[src/rtl/rename_stage.sv]
`default_nettype none
// ============================================================================
//  Module   : rename_stage
//  Purpose  : Register rename. Maps architectural sources through a map
//             table, allocates destinations from a circular free list and
//             assigns ROB tags. Keeps one branch checkpoint for one-cycle
//             mispredict recovery. Returns registers to the free list at
//             retirement.
//  Options  : RENAME_PERF_EN adds perf_renamed / perf_stall counters.
//  Revision : 1.0  initial release
// ============================================================================

package rename_pkg;
    localparam int PTAG_W = 7;
    localparam int ATAG_W = 5;
    localparam int RTAG_W = 5;

    typedef struct packed {
        logic              fu_alu;
        logic              fu_mem;
        logic              fu_br;
        logic [6:0]        Opcode;
        logic [31:0]       imm;
        logic [RTAG_W-1:0] rob_tag;
        logic [PTAG_W-1:0] ps1;
        logic [PTAG_W-1:0] ps2;
        logic [PTAG_W-1:0] pd_new;
        logic [PTAG_W-1:0] pd_old;
    } rename_data;
endpackage

module rename_stage #(
    parameter int NUM_PREG  = 128,
    parameter int NUM_AREG  = 32,
    parameter int ROB_DEPTH = 32
) (
    input  logic                   clk,
    input  logic                   reset,
    input  logic                   dec_valid,
    output logic                   dec_ready,
    input  logic [4:0]             dec_rs1,
    input  logic [4:0]             dec_rs2,
    input  logic [4:0]             dec_rd,
    input  logic [6:0]             dec_opcode,
    input  logic [31:0]            dec_imm,
    input  logic                   dec_fu_alu,
    input  logic                   dec_fu_mem,
    input  logic                   dec_fu_br,
    input  logic                   rob_full,
    output logic                   valid_out,
    output rename_pkg::rename_data data_out,
    input  logic                   ready_in,
    input  logic                   retire_free_valid,
    input  logic [6:0]             retire_pd_old,
    input  logic                   mispredict,
    input  logic [4:0]             mispredict_tag,
`ifdef RENAME_PERF_EN
    output logic [31:0]            perf_renamed,
    output logic [31:0]            perf_stall,
`endif
    input  logic                   br_resolve_valid
);
    import rename_pkg::*;

    localparam int FL_DEPTH = NUM_PREG - NUM_AREG;
    localparam int FL_PW    = $clog2(FL_DEPTH);

    logic [PTAG_W-1:0] map_q    [NUM_AREG];
    logic [PTAG_W-1:0] ckpt_map [NUM_AREG];
    logic [PTAG_W-1:0] fl_mem   [FL_DEPTH];

    logic [FL_PW-1:0]  head, tail, ckpt_head, head_nxt;
    logic              head_wrap, tail_wrap, ckpt_head_wrap, head_wrap_nxt;
    logic [RTAG_W-1:0] tag;
    logic              ckpt_busy;

    logic              fl_empty, stall, accept, alloc, recover, take_ckpt;
    logic [PTAG_W-1:0] alloc_preg;
    rename_data        next_data;

    function automatic logic [FL_PW-1:0] ptr_inc(input logic [FL_PW-1:0] p);
        return (p == FL_PW'(FL_DEPTH - 1)) ? '0 : p + 1'b1;
    endfunction

    function automatic logic [RTAG_W-1:0] tag_inc(input logic [RTAG_W-1:0] t);
        return (t == RTAG_W'(ROB_DEPTH - 1)) ? '0 : t + 1'b1;
    endfunction

    // Equal pointers mean empty when the wrap bits agree, full when they differ
    assign fl_empty  = (head == tail) && (head_wrap == tail_wrap);
    assign stall     = (valid_out & ~ready_in) | fl_empty | rob_full | mispredict
                     | (dec_fu_br & ckpt_busy);
    assign dec_ready = ~stall;
    assign accept    = dec_valid & dec_ready;
    assign alloc     = accept & (dec_rd != 5'd0);
    assign recover   = mispredict & ckpt_busy;
    assign take_ckpt = accept & dec_fu_br;

    assign alloc_preg    = fl_mem[head];
    assign head_nxt      = ptr_inc(head);
    assign head_wrap_nxt = (head == FL_PW'(FL_DEPTH - 1)) ? ~head_wrap : head_wrap;

    // Build the renamed payload from the current map and free-list head
    always_comb begin
        next_data         = '0;
        next_data.fu_alu  = dec_fu_alu;
        next_data.fu_mem  = dec_fu_mem;
        next_data.fu_br   = dec_fu_br;
        next_data.Opcode  = dec_opcode;
        next_data.imm     = dec_imm;
        next_data.rob_tag = tag;
        next_data.ps1     = (dec_rs1 == 5'd0) ? '0 : map_q[dec_rs1];
        next_data.ps2     = (dec_rs2 == 5'd0) ? '0 : map_q[dec_rs2];
        next_data.pd_new  = alloc ? alloc_preg    : '0;
        next_data.pd_old  = alloc ? map_q[dec_rd] : '0;
    end

    // Map table update and branch snapshot (snapshot includes this cycle's write)
    always_ff @(posedge clk or negedge reset) begin
        if (!reset) begin
            for (int i = 0; i < NUM_AREG; i++) begin
                map_q[i]    <= PTAG_W'(i);
                ckpt_map[i] <= PTAG_W'(i);
            end
        end else if (recover) begin
            for (int i = 0; i < NUM_AREG; i++) begin
                map_q[i] <= ckpt_map[i];
            end
        end else begin
            if (alloc) begin
                map_q[dec_rd] <= alloc_preg;
            end
            if (take_ckpt) begin
                for (int i = 0; i < NUM_AREG; i++) begin
                    ckpt_map[i] <= (alloc && dec_rd == ATAG_W'(i)) ? alloc_preg : map_q[i];
                end
            end
        end
    end

    // Free list: frees always land at the tail; the head follows alloc/recovery
    always_ff @(posedge clk or negedge reset) begin
        if (!reset) begin
            for (int i = 0; i < FL_DEPTH; i++) begin
                fl_mem[i] <= PTAG_W'(NUM_AREG + i);
            end
            head           <= '0;
            head_wrap      <= 1'b0;
            tail           <= '0;
            tail_wrap      <= 1'b1;
            ckpt_head      <= '0;
            ckpt_head_wrap <= 1'b0;
        end else begin
            if (retire_free_valid) begin
                fl_mem[tail] <= retire_pd_old;
                tail         <= ptr_inc(tail);
                if (tail == FL_PW'(FL_DEPTH - 1)) begin
                    tail_wrap <= ~tail_wrap;
                end
            end
            if (recover) begin
                head      <= ckpt_head;
                head_wrap <= ckpt_head_wrap;
            end else if (alloc) begin
                head      <= head_nxt;
                head_wrap <= head_wrap_nxt;
            end
            if (take_ckpt) begin
                ckpt_head      <= alloc ? head_nxt      : head;
                ckpt_head_wrap <= alloc ? head_wrap_nxt : head_wrap;
            end
        end
    end

    // Output register, ROB tag counter and checkpoint ownership
    always_ff @(posedge clk or negedge reset) begin
        if (!reset) begin
            valid_out <= 1'b0;
            data_out  <= '0;
            tag       <= '0;
            ckpt_busy <= 1'b0;
        end else begin
            if (recover) begin
                valid_out <= 1'b0;
            end else if (accept) begin
                valid_out <= 1'b1;
                data_out  <= next_data;
            end else if (ready_in) begin
                valid_out <= 1'b0;
            end

            if (recover) begin
                tag <= tag_inc(mispredict_tag);
            end else if (accept) begin
                tag <= tag_inc(tag);
            end

            if (recover || br_resolve_valid) begin
                ckpt_busy <= 1'b0;
            end else if (take_ckpt) begin
                ckpt_busy <= 1'b1;
            end
        end
    end

`ifdef RENAME_PERF_EN
    // Saturating counts of renamed instructions and stalled decode cycles
    always_ff @(posedge clk or negedge reset) begin
        if (!reset) begin
            perf_renamed <= '0;
            perf_stall   <= '0;
        end else begin
            if (accept && (perf_renamed != '1)) begin
                perf_renamed <= perf_renamed + 32'd1;
            end
            if (dec_valid && !dec_ready && (perf_stall != '1)) begin
                perf_stall <= perf_stall + 32'd1;
            end
        end
    end
`endif

endmodule
`default_nettype wire

[config.mk]
export PLATFORM = sky130hd
export DESIGN_NAME = rename_stage
export DESIGN_NICKNAME = d
export VERILOG_FILES = /design/src/rtl/rename_stage.sv
export SDC_FILE = /design/constraint.sdc
export NUM_CORES = 2
export LEC_CHECK = 0
export BUFFER_PORTS_ARGS = -buffer_cell sky130_fd_sc_hd__buf_4
export CAP_MARGIN = 10
export CORE_AREA = 2 2 421 298
export DETAILED_ROUTE_END_ITERATION = 8
export DIE_AREA = 0 0 423 300
export PLACE_DENSITY = 0.62
export SLEW_MARGIN = 5
export SYNTH_ARGS = -nofsm -noshare
export SYNTH_HDL_FRONTEND = slang
export SYNTH_SLANG_ARGS = --single-unit
[constraint.sdc]
create_clock -name clk -period 6.15 [get_ports clk]
set_input_delay 1.23 -clock clk [delete_from_list [all_inputs] [get_ports clk]]
set_output_delay 1.23 -clock clk [all_outputs]
set_load 0.005 [all_outputs]
# Word-level counts from Yosys, hierarchy flattened
# Cells that the tools add are included.
dict set report op_classes {
  magnitude_cmp 7
  eq_ne 37
  n_mux 72
  reduce_logical 47
  add_sub_neg 4
  bitwise_logic 20
}
# cell count
set ops {}
lappend ops {{$bwmux 672} 1}
lappend ops {{$mux 224} 2}
lappend ops {{$mux 7} 50}
lappend ops {{$bwmux 224} 1}
lappend ops {{$bmux 7 s5} 3}
lappend ops {{$eq 5x5->1 const B} 18}
lappend ops {{$bmux 7 s7} 1}
lappend ops {{$demux 7 s7} 1}
lappend ops {{$eq 5x4->1 const B} 8}
lappend ops {{$demux 7 s5} 1}
lappend ops {{$logic_and 1x1->1} 35}
lappend ops {{$eq 5x3->1 const B} 4}
lappend ops {{$mux 5} 4}
lappend ops {{$ge 6x6->1 const B} 3}
lappend ops {{$not 5->6} 3}
lappend ops {{$ge 8x8->1 const B} 2}
lappend ops {{$not 7->8} 2}
lappend ops {{$logic_not 5->1} 3}
lappend ops {{$add 7x1->7 const B} 2}
lappend ops {{$eq 7x7->1 const B} 2}
lappend ops {{$add 5x1->5 const B} 2}
lappend ops {{$eq 5x2->1 const B} 2}
lappend ops {{$lt 8x1->1 const B} 1}
lappend ops {{$mux 1} 8}
lappend ops {{other kinds (12)} 28}
dict set report totals {
  ff_bits 1226
  wordCells 366
  inputBits 77
  output_inout_bits 77
}

# Logic depth before layout (Yosys ltp)
dict set report logic_depth {
  word_depth 11
  mapped_depth 13
}

# Worst setup path before layout
# OpenSTA, ideal clock, no wires.
dict set report synth_timing {
  path_type {in2reg}
  from {input dec_rs2[0]}
  to {register data_out[19] (netlist bit)}
  t_required_ns 6.007
  stages 6
  path_slack_ns 2.790
  path_buffers 2
  t_arrival_ns 3.218
  path_cell_list {buf_2 -> buf_1 -> mux4_2 -> mux4_2 -> mux2i_1 -> o21ai_0}
}
dict set report synth_via {
  elab_chain_len 5
  word_cells_on_any_way 6
  cone_classes {mux: 4; bitwise: 1; reduce/logical: 1}
}
# item line
set synth_lines {}
lappend synth_lines {{start, declared} 42} ;# input logic [4:0] dec_rs2,
lappend synth_lines {{$not 5->6 (implied by the code)} 113} ;# next_data.ps2 = (dec_rs2 == 5'd0) ? '0 : map_q[dec_rs2];
lappend synth_lines {{$bmux 7 s5} 113}
lappend synth_lines {{$mux 7 (implied by the code) (2 in series)} 113}
lappend synth_lines {{$mux 7 (*)} 113}
lappend synth_lines {{end signal, assigned} 187} ;# data_out <= next_data;
lappend synth_lines {{end, declared} 51} ;# output rename_pkg::rename_data data_out,
# Mark *: on every way between the ends. The rest lies on a longest branch, timed or not. The select of a mux whose other input is x is not followed.
# A chain may end at the register's enable or synchronous reset.

# Final worst setup path
dict set report layout_timing {
  from {register head[0]}
  to {output dec_ready}
}
dict set report layout_via {
  elab_chain_len 7
}
# item line
set layout_lines {}
lappend layout_lines {{start, declared} 72} ;# logic [FL_PW-1:0] head, tail, ckpt_head, head_nxt;
lappend layout_lines {{start signal, assigned} 162} ;# head <= ckpt_head;
lappend layout_lines {{start signal, assigned} 165} ;# head <= head_nxt;
lappend layout_lines {{$eq 7x7->1} 90} ;# assign fl_empty = (head == tail) && (head_wrap == tail_wrap);
lappend layout_lines {{$logic_and 1x1->1} 90}
lappend layout_lines {{$or 1x1->1 (3 in series)} 91} ;# assign stall = (valid_out & ~ready_in) | fl_empty | rob_full | mispredict
lappend layout_lines {{$or 1x1->1} 92} ;# | (dec_fu_br & ckpt_busy);
lappend layout_lines {{$not 1->1} 93} ;# assign dec_ready = ~stall;
lappend layout_lines {{end, declared} 40} ;# output logic dec_ready,
# Every way passes these cells.

==> results <==
- The post-detailed-routing wire length is between 150000 and 200000 um.
- The floorplan die area is roughly 0.13 mm2.
- After detailed routing, the wire length on met1 is approximately 83000 um.
- By count the netlist is led by sky130_fd_sc_hd__nand2_1, sky130_fd_sc_hd__dfrtp_1, sky130_fd_sc_hd__mux2_2.
- Of the post-synthesis cell area, the dominant cell type holds 0.286.
- The sequential fraction of the synthesis area is 0.515.
- The number of hold violations in the final report was 0.
- The flow ran to the end, and the final reports show no timing, DRC or antenna violations.
- Dividing the detail-routed wire length by the instance count gives 26.9 um.
- In this run the post-CTS setup repair buffer count came out at 0.
- The core region is 0.123 mm2.
- The H-tree generated during clock tree synthesis spans 3 levels.
- In this run the static leakage power is approximately 28 nW.
- The routed design uses about 20000 um of met3 wire.
- The endpoint class of the critical path is an output pin.
- The final setup violation count is 0.
- Synthesis inferred around 1200 register bits.
- Relative to the synthesized area, the layout overhead comes to 10.5%.
- The number of cells on the worst reg-to-reg path is 8.
- The detailed-route DRC error count is 0.
- Counting along the longest clock path gives a buffer depth of 3.
- Along the worst hold path, the cell count comes to 2.
- Counting every net in the synthesized netlist gives a little under 5000.
- The synthesized area is 0.0609 mm2.
- The achievable frequency is ~210 MHz.
- After synthesis, the share of flip-flops with an asynchronous set or reset is 1.00.
- The peak ir drop on the vdd network is approximately 0.00043 V.
- Between clock sinks in the finished design, the worst skew comes to 0.0574 ns.
- Buffers inserted to repair hold after CTS numbered 0.
- The residual overflow from global routing is 0.
- The count of flip-flops with a built-in enable after synthesis is 0.
- The number of port buffers is roughly 150.
- The number of gates resized after CTS was 0.
- The total power per unit cell area is approximately 410 mW/mm2.
- The final sum of negative setup slack is 0 ns.
- Clock latency on the worst-skew pair, taken at its later pin, is slightly below 0.8 ns.
- The fraction of layout cells with a size suffix above 1 is 0.430.
- The post-route worst setup slack is ~1.4 ns.
- TritonCTS built the clock tree.
- The detailed placer's ending HPWL is 116000 um.
- Synthesis handed over a netlist of between 4000 and 5000 instances.
- Measured along the x axis, the die boundary spans about 420 um.
- Routability-driven placement finished with a final weighted congestion of between 0.9 and 1.
- The class of the tightest hold or removal check is reg2reg.
- Setup repair after global routing left no endpoint under its margin.
- The worst setup path is of the reg2out kind.
- The worst setup path is launched from a flop.
- The largest fanout on the critical path is 39.
- The worst hold path begins at ckpt_map[210].
- The first-pass GRT wire length is 270000 um.
- The met2 routed wirelength is roughly 70000 um.
- In this run the mean area of a mapped cell was around 13 um2.
- The multi-input logic area is roughly 0.028 mm2.
- The number of nets at the end of the flow is ~5000.
- The number of library cell types mapped by synthesis is 70.
- Dividing the final minimum period by the clock period gives 0.778.
- The worst register-to-register path ends at map_q[2].
- The sink of the worst hold path is map_q[210].
- The smallest clock period supported by the final layout is computed as 4.79 ns.
- The most instantiated library cell after synthesis is sky130_fd_sc_hd__nand2_1.
- The Yosys step of the flow raised 0 warnings.
- The startpoint identified for the worst register-to-register timing path is head[3].
- The prevailing post-synth register cell is sky130_fd_sc_hd__dfrtp_1.
- In the post-synthesis netlist, the biggest area contributors are sky130_fd_sc_hd__dfrtp_1, sky130_fd_sc_hd__dfstp_2, sky130_fd_sc_hd__mux2_2, sky130_fd_sc_hd__mux4_2, sky130_fd_sc_hd__nand2_1.
- For this configuration, the core starts out at a cell density of 0.495.
- The number of max-cap violations is 0.
- The number of global-route vias before repair was 40300.
- The worst register-to-register path has a setup slack of between 1 and 1.5 ns.
- In the final layout, flip-flops and latches occupy between 0.03 and 0.04 mm2.
- After detailed routing, the number of vias per cell comes to about 6.3.
- The number of CTS-inserted buffers is 120.
- The die boundary height is about 300 um.
- The initial detailed-routing violation count is approximately 4700.
- The number of rows created at floorplan is roughly 110.
- Counting every sink on the clock net gives 1226.
- After clock tree synthesis, the clock-pin slew on the worst setup and hold paths is 0.06 ns.
- The largest total area in the synthesized netlist belongs to sky130_fd_sc_hd__dfrtp_1.
- Prior to clock tree synthesis, the placed netlist has a worst setup slack of ~1.6 ns.
- The root buffer cell is sky130_fd_sc_hd__clkbuf_16.
- Pin placement for this block handled ~150 I/O pins.
- The data required time at the worst endpoint is between 4 and 5 ns.
- The worst pin sits at a relative slew slack of 0.0374.
- The maximum number of pins on one net before global-route repair is 170.
- The number of max-slew violations in the final report is 0.
- The total via count after detailed routing is roughly 42000.
- For the pin with the worst max-slew slack, the measured transition is between 1 and 1.5 ns.
- The number of antenna violations at the first check in global routing was 4.
- The uppermost layer routed is met5.
- Hold is met by about 0.45 ns.
- The fill cell instance count of the final layout is approximately 10000.
- The aggregate global-route resource usage is 0.282.
- The data arrival time of the worst path is 3.56 ns.
- The pre-antenna-repair detailed-routing pass consisted of 7 iterations.
- The count of nets left with antenna violations after detail routing is 0.
[area by class of cell]
| class | count | share of cell area |
|---|---|---|
| antenna | 4 | 0.000149 |
| sequential | 1226 | 0.466 |
| clock inverter | 38 | 0.00586 |
| timing repair buffer | 247 | 0.0313 |
| multi-input combinational | 3237 | 0.414 |
| inverter | 5 | 0.000279 |
| tap | 1650 | 0.0307 |
| clock buffer | 192 | 0.0518 |
[cells in the final DEF (no fill, tap or decap), types with 31 or more instances in the layout]
cell type | synthesis | routed
sky130_fd_sc_hd__nor2_1 | 304 | 301
sky130_fd_sc_hd__nand3_1 | 43 | 43
sky130_fd_sc_hd__mux2_2 | 685 | 685
sky130_fd_sc_hd__mux4_2 | 334 | 334
sky130_fd_sc_hd__o22ai_1 | 50 | 50
sky130_fd_sc_hd__o31ai_1 | 321 | 321
sky130_fd_sc_hd__buf_4 | 17 | 227
sky130_fd_sc_hd__nor3_1 | 89 | 84
sky130_fd_sc_hd__nor2_2 | 28 | 31
sky130_fd_sc_hd__nor2_4 | 60 | 60
sky130_fd_sc_hd__o21ai_1 | 80 | 80
sky130_fd_sc_hd__clkbuf_1 | 250 | 51
sky130_fd_sc_hd__dfstp_2 | 529 | 529
sky130_fd_sc_hd__nand2_1 | 759 | 757
sky130_fd_sc_hd__mux2i_1 | 119 | 119
sky130_fd_sc_hd__o21ai_0 | 102 | 102
sky130_fd_sc_hd__clkbuf_16 | 0 | 120
sky130_fd_sc_hd__dfrtp_1 | 697 | 693
[through the flow]
step                 util  area [um2]  power [W]  cells
floorplan               -       60900     0.0169   4840
global placement    0.516       63400     0.0197   6365
detailed placement  0.516       63400     0.0198   6365
CTS                 0.547       67300     0.0273   6595
global route        0.547       67300     0.0284   6595
finish              0.547       67300     0.0273   6599
[routing by layer]
metal  up-vias  GRT usage
li1      17700          -
met1     21600      0.455
met2      1826      0.361
met3       312     0.0890
met4         4     0.0691
met5         -          0
[flip-flops by register name, summed over array words and instances, names as in the netlist]
register	flops
ckpt_busy	1
ckpt_head	7
ckpt_head_wrap	1
ckpt_map	224
data_out	75
fl_mem	672
head	7
head_wrap	1
map_q	224
tag	5
tail	7
tail_wrap	1
valid_out	1
[how the worst max path moves through the flow]
| stage | start | endpoint | slack [ns] | cells past startpoint |
|---|---|---|---|---|
| floorplan | dec_rs2[0] | data_out[19] | 2.79 | 6 |
| finish | head[0] | dec_ready | 1.36 | 4 |
| CTS | head[0] | dec_ready | 1.21 | 4 |
| detailed placement | head[0] | map_q[2] | 1.58 | 9 |
| global placement | head[0] | map_q[156] | 1.69 | 9 |
| global route | head[0] | dec_ready | 1.23 | 4 |
[kinds of logic (layout without fill, tap and decap cells)]
logic type	after synthesis	after routing	synth area share
simple gates	1412	1412	0.107
flops	1226	1226	0.515
xor+xnor	22	22	0.00316
compound gates	657	657	0.0743
mux	1140	1140	0.270
fa+ha+maj	6	6	0.00123
other cells	0	4	0
buf+inv	377	482	0.0300
[power breakdown]
part / internal (W) / switching (W) / leakage [nW]
Clock: 0.00406 / 0.00334 / 1.90
Combinational: 0.00340 / 0.00481 / 11.3
Sequential: 0.0102 / 0.00143 / 14.8
Total: 0.0177 / 0.00958 / 28.0
[worst max-delay path: stages (launching register included)]
cell and delay [ns]:
sky130_fd_sc_hd__dfrtp_4 0.98, sky130_fd_sc_hd__xor2_1 0.14, sky130_fd_sc_hd__nor4_1 0.95, sky130_fd_sc_hd__a21oi_1 0.41
sky130_fd_sc_hd__buf_4 0.27
Note: power is estimated with default switching activity, not from simulation.
